==> src/rtl/vga_draw_arbiter_if.sv <==
`default_nettype none
// ============================================================================
// Module   : vga_draw_arbiter_if
// Purpose  : Bundle for the drawing clients' rectangle requests and for the
//            pixel write port that feeds the 160x120 vga_adapter.
// Revision : 1.0 - initial release
// ============================================================================
interface vga_draw_arbiter_if #(
   parameter int NUM_REQ = 3
);
   // client side: one rectangle request per client, packed by client index
   logic [NUM_REQ-1:0]   req;
   logic [8*NUM_REQ-1:0] req_x;
   logic [7*NUM_REQ-1:0] req_y;
   logic [8*NUM_REQ-1:0] req_w;
   logic [7*NUM_REQ-1:0] req_h;
   logic [6*NUM_REQ-1:0] req_colour;
   logic [NUM_REQ-1:0]   ack;
   logic [NUM_REQ-1:0]   done;
   logic                 busy;

   // framebuffer side
   logic [7:0]           X;
   logic [6:0]           Y;
   logic [5:0]           colour;
   logic                 writeEn;

   modport master (
      output req, req_x, req_y, req_w, req_h, req_colour,
      input  ack, done, busy, X, Y, colour, writeEn
   );

   modport slave (
      input  req, req_x, req_y, req_w, req_h, req_colour,
      output ack, done, busy, X, Y, colour, writeEn
   );
endinterface
`default_nettype wire

==> src/rtl/vga_draw_arbiter.sv <==
`default_nettype none
// ============================================================================
// Module   : vga_draw_arbiter
// Purpose  : Round-robin arbiter that shares the vga_adapter write port
//            between NUM_REQ clients; each granted client gets one filled
//            rectangle swept one pixel per clock, with off-screen clipping.
// Revision : 1.0 - initial release
// ============================================================================
module vga_draw_arbiter #(
   parameter int NUM_REQ  = 3,
   parameter int SCREEN_W = 160,
   parameter int SCREEN_H = 120
) (
   input  logic              clk,
   input  logic              reset_n,
   vga_draw_arbiter_if.slave bus
);
   localparam int c_PTR_W = (NUM_REQ > 1) ? $clog2(NUM_REQ) : 1;

   typedef enum logic [1:0] {
      S_IDLE = 2'd0,
      S_DRAW = 2'd1,
      S_DONE = 2'd2
   } state_t;

   state_t               r_state;
   state_t               w_next_state;

   logic [c_PTR_W-1:0]   r_ptr;
   logic [c_PTR_W-1:0]   r_owner;
   logic [c_PTR_W-1:0]   w_cand;
   logic [c_PTR_W-1:0]   w_win_idx;
   logic                 w_win_valid;

   // latched job
   logic [7:0]           r_x0;
   logic [6:0]           r_y0;
   logic [7:0]           r_w;
   logic [6:0]           r_h;
   logic [5:0]           r_colour;
   logic                 r_empty;
   logic [7:0]           r_cx;
   logic [6:0]           r_cy;

   // registered outputs
   logic [NUM_REQ-1:0]   r_ack;
   logic [NUM_REQ-1:0]   r_done;
   logic [7:0]           r_X;
   logic [6:0]           r_Y;
   logic [5:0]           r_pix_colour;
   logic                 r_we;

   // geometry of the current arbitration winner
   logic [7:0]           w_req_x;
   logic [6:0]           w_req_y;
   logic [7:0]           w_req_w;
   logic [6:0]           w_req_h;
   logic [5:0]           w_req_colour;
   logic                 w_req_empty;

   // sweep arithmetic; sums are one bit wider so wrap-around is still clipped
   logic [8:0]           w_sum_x;
   logic [7:0]           w_sum_y;
   logic                 w_last_col;
   logic                 w_last_row;

   // Round-robin search beginning one past the last served client
   always_comb begin
      w_win_valid = 1'b0;
      w_win_idx   = '0;
      w_cand      = '0;
      for (int i = 1; i <= NUM_REQ; i++) begin
         w_cand = c_PTR_W'((int'(r_ptr) + i) % NUM_REQ);
         if (!w_win_valid && bus.req[w_cand]) begin
            w_win_valid = 1'b1;
            w_win_idx   = w_cand;
         end
      end
   end

   // Select the winning client's rectangle from the packed request buses
   always_comb begin
      w_req_x      = '0;
      w_req_y      = '0;
      w_req_w      = '0;
      w_req_h      = '0;
      w_req_colour = '0;
      for (int i = 0; i < NUM_REQ; i++) begin
         if (w_win_idx == c_PTR_W'(i)) begin
            w_req_x      = bus.req_x[8*i +: 8];
            w_req_y      = bus.req_y[7*i +: 7];
            w_req_w      = bus.req_w[8*i +: 8];
            w_req_h      = bus.req_h[7*i +: 7];
            w_req_colour = bus.req_colour[6*i +: 6];
         end
      end
   end

   assign w_req_empty = (w_req_w == 8'd0) || (w_req_h == 7'd0);
   assign w_sum_x     = {1'b0, r_x0} + {1'b0, r_cx};
   assign w_sum_y     = {1'b0, r_y0} + {1'b0, r_cy};
   assign w_last_col  = (r_cx == r_w - 8'd1);
   assign w_last_row  = (r_cy == r_h - 7'd1);

   // State register
   always_ff @(posedge clk or negedge reset_n) begin
      if (!reset_n) begin
         r_state <= S_IDLE;
      end else begin
         r_state <= w_next_state;
      end
   end

   // Next-state decode: empty jobs skip the sweep entirely
   always_comb begin
      w_next_state = r_state;
      case (r_state)
         S_IDLE: begin
            if (w_win_valid) begin
               w_next_state = w_req_empty ? S_DONE : S_DRAW;
            end
         end
         S_DRAW: begin
            if (w_last_col && w_last_row) begin
               w_next_state = S_DONE;
            end
         end
         S_DONE:  w_next_state = S_IDLE;
         default: w_next_state = S_IDLE;
      endcase
   end

   // Job latch, raster counters, pixel pipeline stage and handshake pulses
   always_ff @(posedge clk or negedge reset_n) begin
      if (!reset_n) begin
         r_ptr        <= c_PTR_W'(NUM_REQ - 1);
         r_owner      <= '0;
         r_x0         <= '0;
         r_y0         <= '0;
         r_w          <= '0;
         r_h          <= '0;
         r_colour     <= '0;
         r_empty      <= 1'b0;
         r_cx         <= '0;
         r_cy         <= '0;
         r_ack        <= '0;
         r_done       <= '0;
         r_X          <= '0;
         r_Y          <= '0;
         r_pix_colour <= '0;
         r_we         <= 1'b0;
      end else begin
         r_ack  <= '0;
         r_done <= '0;
         r_we   <= 1'b0;
         case (r_state)
            S_IDLE: begin
               if (w_win_valid) begin
                  r_owner          <= w_win_idx;
                  r_x0             <= w_req_x;
                  r_y0             <= w_req_y;
                  r_w              <= w_req_w;
                  r_h              <= w_req_h;
                  r_colour         <= w_req_colour;
                  r_empty          <= w_req_empty;
                  r_cx             <= '0;
                  r_cy             <= '0;
                  r_ack[w_win_idx] <= 1'b1;
               end
            end
            S_DRAW: begin
               // off-screen pixels still take their cycle, just without a plot
               r_X          <= w_sum_x[7:0];
               r_Y          <= w_sum_y[6:0];
               r_pix_colour <= r_colour;
               r_we         <= (w_sum_x < 9'(SCREEN_W)) && (w_sum_y < 8'(SCREEN_H));
               if (w_last_col) begin
                  r_cx <= '0;
                  r_cy <= r_cy + 7'd1;
                  // done lines up with the last pixel's plot cycle
                  if (w_last_row) begin
                     r_done[r_owner] <= 1'b1;
                  end
               end else begin
                  r_cx <= r_cx + 8'd1;
               end
            end
            S_DONE: begin
               r_ptr <= r_owner;
               // an empty job never swept, so its done comes one cycle after ack
               if (r_empty) begin
                  r_done[r_owner] <= 1'b1;
               end
            end
            default: ;
         endcase
      end
   end

   assign bus.ack     = r_ack;
   assign bus.done    = r_done;
   assign bus.busy    = (r_state != S_IDLE);
   assign bus.X       = r_X;
   assign bus.Y       = r_Y;
   assign bus.colour  = r_pix_colour;
   assign bus.writeEn = r_we;
endmodule
`default_nettype wire
==> src/flat_wrapper.sv <==
// flat-port wrapper written by rule: the top's interface ports become plain ports
module vga_draw_arbiter_flat 
#(
   parameter int NUM_REQ  = 3,
   parameter int SCREEN_W = 160,
   parameter int SCREEN_H = 120
)
  (clk, reset_n, bus_req, bus_req_x, bus_req_y, bus_req_w, bus_req_h, bus_req_colour, bus_ack, bus_done, bus_busy, bus_X, bus_Y, bus_colour, bus_writeEn);
  vga_draw_arbiter_if #(.NUM_REQ(NUM_REQ)) bus_i ();
  input  logic clk;
  input  logic reset_n;
  input wire logic [$bits(bus_i.req)-1:0] bus_req;
  input wire logic [$bits(bus_i.req_x)-1:0] bus_req_x;
  input wire logic [$bits(bus_i.req_y)-1:0] bus_req_y;
  input wire logic [$bits(bus_i.req_w)-1:0] bus_req_w;
  input wire logic [$bits(bus_i.req_h)-1:0] bus_req_h;
  input wire logic [$bits(bus_i.req_colour)-1:0] bus_req_colour;
  output wire logic [$bits(bus_i.ack)-1:0] bus_ack;
  output wire logic [$bits(bus_i.done)-1:0] bus_done;
  output wire logic [$bits(bus_i.busy)-1:0] bus_busy;
  output wire logic [$bits(bus_i.X)-1:0] bus_X;
  output wire logic [$bits(bus_i.Y)-1:0] bus_Y;
  output wire logic [$bits(bus_i.colour)-1:0] bus_colour;
  output wire logic [$bits(bus_i.writeEn)-1:0] bus_writeEn;
  assign bus_i.req = bus_req;
  assign bus_i.req_x = bus_req_x;
  assign bus_i.req_y = bus_req_y;
  assign bus_i.req_w = bus_req_w;
  assign bus_i.req_h = bus_req_h;
  assign bus_i.req_colour = bus_req_colour;
  assign bus_ack = bus_i.ack;
  assign bus_done = bus_i.done;
  assign bus_busy = bus_i.busy;
  assign bus_X = bus_i.X;
  assign bus_Y = bus_i.Y;
  assign bus_colour = bus_i.colour;
  assign bus_writeEn = bus_i.writeEn;
  vga_draw_arbiter #(.NUM_REQ(NUM_REQ), .SCREEN_W(SCREEN_W), .SCREEN_H(SCREEN_H)) u_core (.clk(clk), .reset_n(reset_n), .bus(bus_i));
endmodule
==> config.mk <==
export PLATFORM = sky130hd
export DESIGN_NAME = vga_draw_arbiter_flat
export DESIGN_NICKNAME = d
export VERILOG_FILES = /design/src/rtl/vga_draw_arbiter_if.sv /design/src/rtl/vga_draw_arbiter.sv /design/src/flat_wrapper.sv
export SDC_FILE = /design/constraint.sdc
export NUM_CORES = 1
export LEC_CHECK = 0
export ABC_AREA = 1
export CAP_MARGIN = 0
export CELL_PAD_IN_SITES_DETAIL_PLACEMENT = 1
export CELL_PAD_IN_SITES_GLOBAL_PLACEMENT = 2
export CORE_ASPECT_RATIO = 1.5
export CORE_UTILIZATION = 27
export DETAILED_ROUTE_END_ITERATION = 6
export PLACE_DENSITY_LB_ADDON = 0.3
export SLEW_MARGIN = 20
export SYNTH_ARGS = -nofsm -noshare
export SYNTH_HDL_FRONTEND = slang
export SYNTH_SLANG_ARGS = --single-unit
==> constraint.sdc <==
create_clock -name clk -period 2.5 [get_ports clk]
set_input_delay 0.375 -clock clk [delete_from_list [all_inputs] [get_ports clk]]
set_output_delay 0.375 -clock clk [all_outputs]
set_load 0.05 [all_outputs]
==> run metrics <==
crit-path cells=inv_2 > ha_4 > inv_4 > nand2_2 > nand3_2 > nand2_4 > nand4_1 > nand2_4 > inv_8 > or2_0 > nand2_1 > nand2_1 > nor2_2 > nand2_2 > nand2_2 > o21ai_1; cell count along the critical path=16; syn_area_per_cell=7.518 µm²; fin. max-slew vios=0; Die Span Y=174.3 µm; Cell variety after synth=36; Worst Setup Start Kind=flip-flop; post-synthesis cell count=711; leakage power=3.660 nW; initial antenna violation count=0; gr ovfl total=0; Crit-path slowest cell=dfrtp_1; CP top delay family=simple AND/OR/NAND/NOR gates; Worst R2R Start=u_core.r_ptr[0]$_DFFE_PN0N_; DR vias=5348; achievable frequency=408.1 MHz; Max-cap violations=0; Post-Synthesis Cell Area=0.005345 mm²; drt pass-1 iters=4; Core Box Area=0.01924 mm²; Largest stage delay, worst path=0.40 ns; Peak VDD IR=0.0005058 V; Critical Path AT=2.67 ns; final setup vio count=0; CTS tree=built; worst setup slack after layout=0.04976 ns; Final Non-Filler Cells=1146; Final min period=2.450 ns; Fillers=2431; Worst slew margin=0.4881; synthesis-to-finish area growth=47.14%; worst setup path start=u_core.r_ptr[0]$_DFFE_PN0N_; Max clock buf depth=2; # nets final=1025; worst-margin pin slew=0.7669 ns; CP Max Fanout=8; Num CTS Buffers=9; Worst Path Buf+Inv=3; largest net degree at the start of global routing=48; kind of critical path=reg2reg; status=finished clean; post-DR vias/cell=4.667; GP Congestion=0.8208; Final period util=0.9801; GRT Total Usage=0.1800; Placed Instance Area=0.007286 mm²; most used cell, CP=nand2_2; Initial Utilization=0.2778; Design Area, Final=0.007865 mm²; routed length per instance=15.32 µm; FF+latch area=0.002153 mm²; CP Data Required Time=2.72 ns; Die ar.=0.02037 mm²; Clock Sinks=86; Ant. Diodes=0; YS warnings=0; most frequent cells in the layout=175 x nand2_1, 139 x clkdlybuf4s50_1, 85 x dfrtp_1, 64 x inv_1, 57 x nor2_1; Crit. End Element=flip-flop; asr flop ratio synth=1.000; DP Wirelength=13700 µm; Net Count, Synth=851; overall power=10.27 mW; Synth Register Bits=86; H-Tree Depth=3; WHS=0.02065 ns; biggest area consumer among synthesized cells=dfrtp_1; Final Skew=0.008772 ns; ys flop type=dfrtp_1; Die Width=116.9 µm; Multi-input gate area=0.002940 mm²; Port Buffers=141; vias in the first global route=5776; Setup WS pre-CTS=-0.1914 ns; Rows=62; Seq/Total Area, Yosys=0.4029; most common cell after layout, fill and taps aside=nand2_1; remaining antenna violation count=0; Area contributors post-synth=dfrtp_1 40%, nand2_1 14%, ha_1 5.9%, a21oi_1 4.9%, inv_1 4.8%; Worst-Skew Late Latency=0.34 ns; clock root buffer=clkbuf_16; Clk pin slew, worst setup/hold paths=0.06 ns; placed insts=1116; pwr/cell area=1305 mW/mm²; first-pass GRT wire length=28190 µm; WL final=17560 µm; Final Hold Vio Count=0; RSZ-0062 raised after global routing=yes; share of layout cells above drive strength 1=0.1270; number of synthesized flops with an enable pin=0; cells on worst reg2reg path=16; Hold WC Path Type=in2async; DR iter-0 viols=110; num ports=142; Synth top area share=0.3979; DRC violations left=0
-- layer usage --
layer / track usage / up-vias / wire length (µm)
met1: 0.1961 / 2556 / 6982
li1: - / 2662 / -
met3: 0.02650 / 24 / 547
met5: 0 / - / 0
met2: 0.3410 / 106 / 9607
met4: 0.06646 / 0 / 422
-- cells in the mapped netlist (4+ instances only) --
cell      instances
dfrtp_1          85
nor3_1            8
nand4_1           7
inv_1            68
nand2_1         193
nand3b_1          4
nand3_1          42
xor2_1           16
o21ai_0          41
a22oi_1          23
o21bai_1          4
inv_2             4
nor2_1           60
clkbuf_1         12
buf_2            13
xnor2_1          16
o21ai_1           5
ha_1             25
o31ai_1           5
or2_0             7
a21oi_1          52
-- what timing repair did --
item | 4_1_cts | 5_1_grt
cloned | 1 | 2
setup buffers | 1 | 11
setup endpoints to repair | 5 | 12
hold buffers | 0 | 0
resized for setup | 9 | 45
pin swaps | 6 | 18
-- where the power goes --
part           leakage (nW)  internal [mW]  total (mW)  switching (mW)
logic                  2.45           2.64        6.55            3.91
registers              1.07           1.99        2.40           0.414
clock network         0.141          0.774        1.32           0.542
-- worst reg2reg max path, stage by stage, from the launching register on --
cell and delay, ns:
dfrtp_1 0.40, inv_2 0.07, ha_4 0.34, inv_4 0.06, nand2_2 0.05, nand3_2 0.08
nand2_4 0.11, nand4_1 0.23, nand2_4 0.21, inv_8 0.06, or2_0 0.19, nand2_1 0.10
nand2_1 0.07, nor2_2 0.13, nand2_2 0.09, nand2_2 0.09, o21ai_1 0.06
-- state kept, by name, summed over array words and instances, names as in the netlist --
name,count
u_core.r_state,2
u_core.r_colour,6
u_core.r_x0,8
u_core.r_cx,8
u_core.bus.writeEn,1
u_core.r_owner,2
u_core.bus.X,8
u_core.bus.colour,6
u_core.r_cy,7
u_core.r_ptr,2
u_core.bus.done,3
u_core.bus.Y,7
u_core.r_empty,1
u_core.r_w,8
u_core.bus.ack,3
u_core.r_h,7
u_core.r_y0,7
-- cells by family after synthesis --
kind of cell,Yosys count,synth area share
fa+ha+maj,27,0.06601
simple gates,329,0.2570
compound gates,134,0.1421
flops,86,0.4029
xor+xnor,33,0.05665
buf+inv,102,0.07537
-- path summary, 6_finish.rpt --
check / endpoint / slack (ns)
setup / recovery: u_core.r_state[0]$_DFFE_PN0P_ / 0.05
hold / removal: u_core.r_w[0]$_DFFE_PN0P_ / 0.02
setup reg to reg: u_core.r_state[0]$_DFFE_PN0P_ / 0.05
hold reg to reg: u_core.bus.colour[4]$_DFFE_PN0P_ / 0.47
max in group asynchronous: u_core.r_ptr[1]$_DFFE_PN1N_ / 1.76
min in group clk: u_core.bus.colour[4]$_DFFE_PN0P_ / 0.47
-- through the flow --
stage / setup TNS (ns) / utilization
after floorplan: 0 / -
after global placement: 0 / 0.3787
after detailed placement: -0.5037 / 0.3787
after CTS: 0 / 0.3957
after global routing: -0.3043 / 0.4088
final: 0 / 0.4088
-- final cells by class --
class	instances	share of cell area
clock buffers	12	0.03007
clock inverters	4	0.006204
inverters	73	0.03643
multi-input cells	523	0.3738
flip-flops and latches	86	0.2738
well taps	256	0.04073
repair buffers	191	0.2381
repair inverters	1	0.0007954
Note: power is estimated with default switching activity, not from simulation.
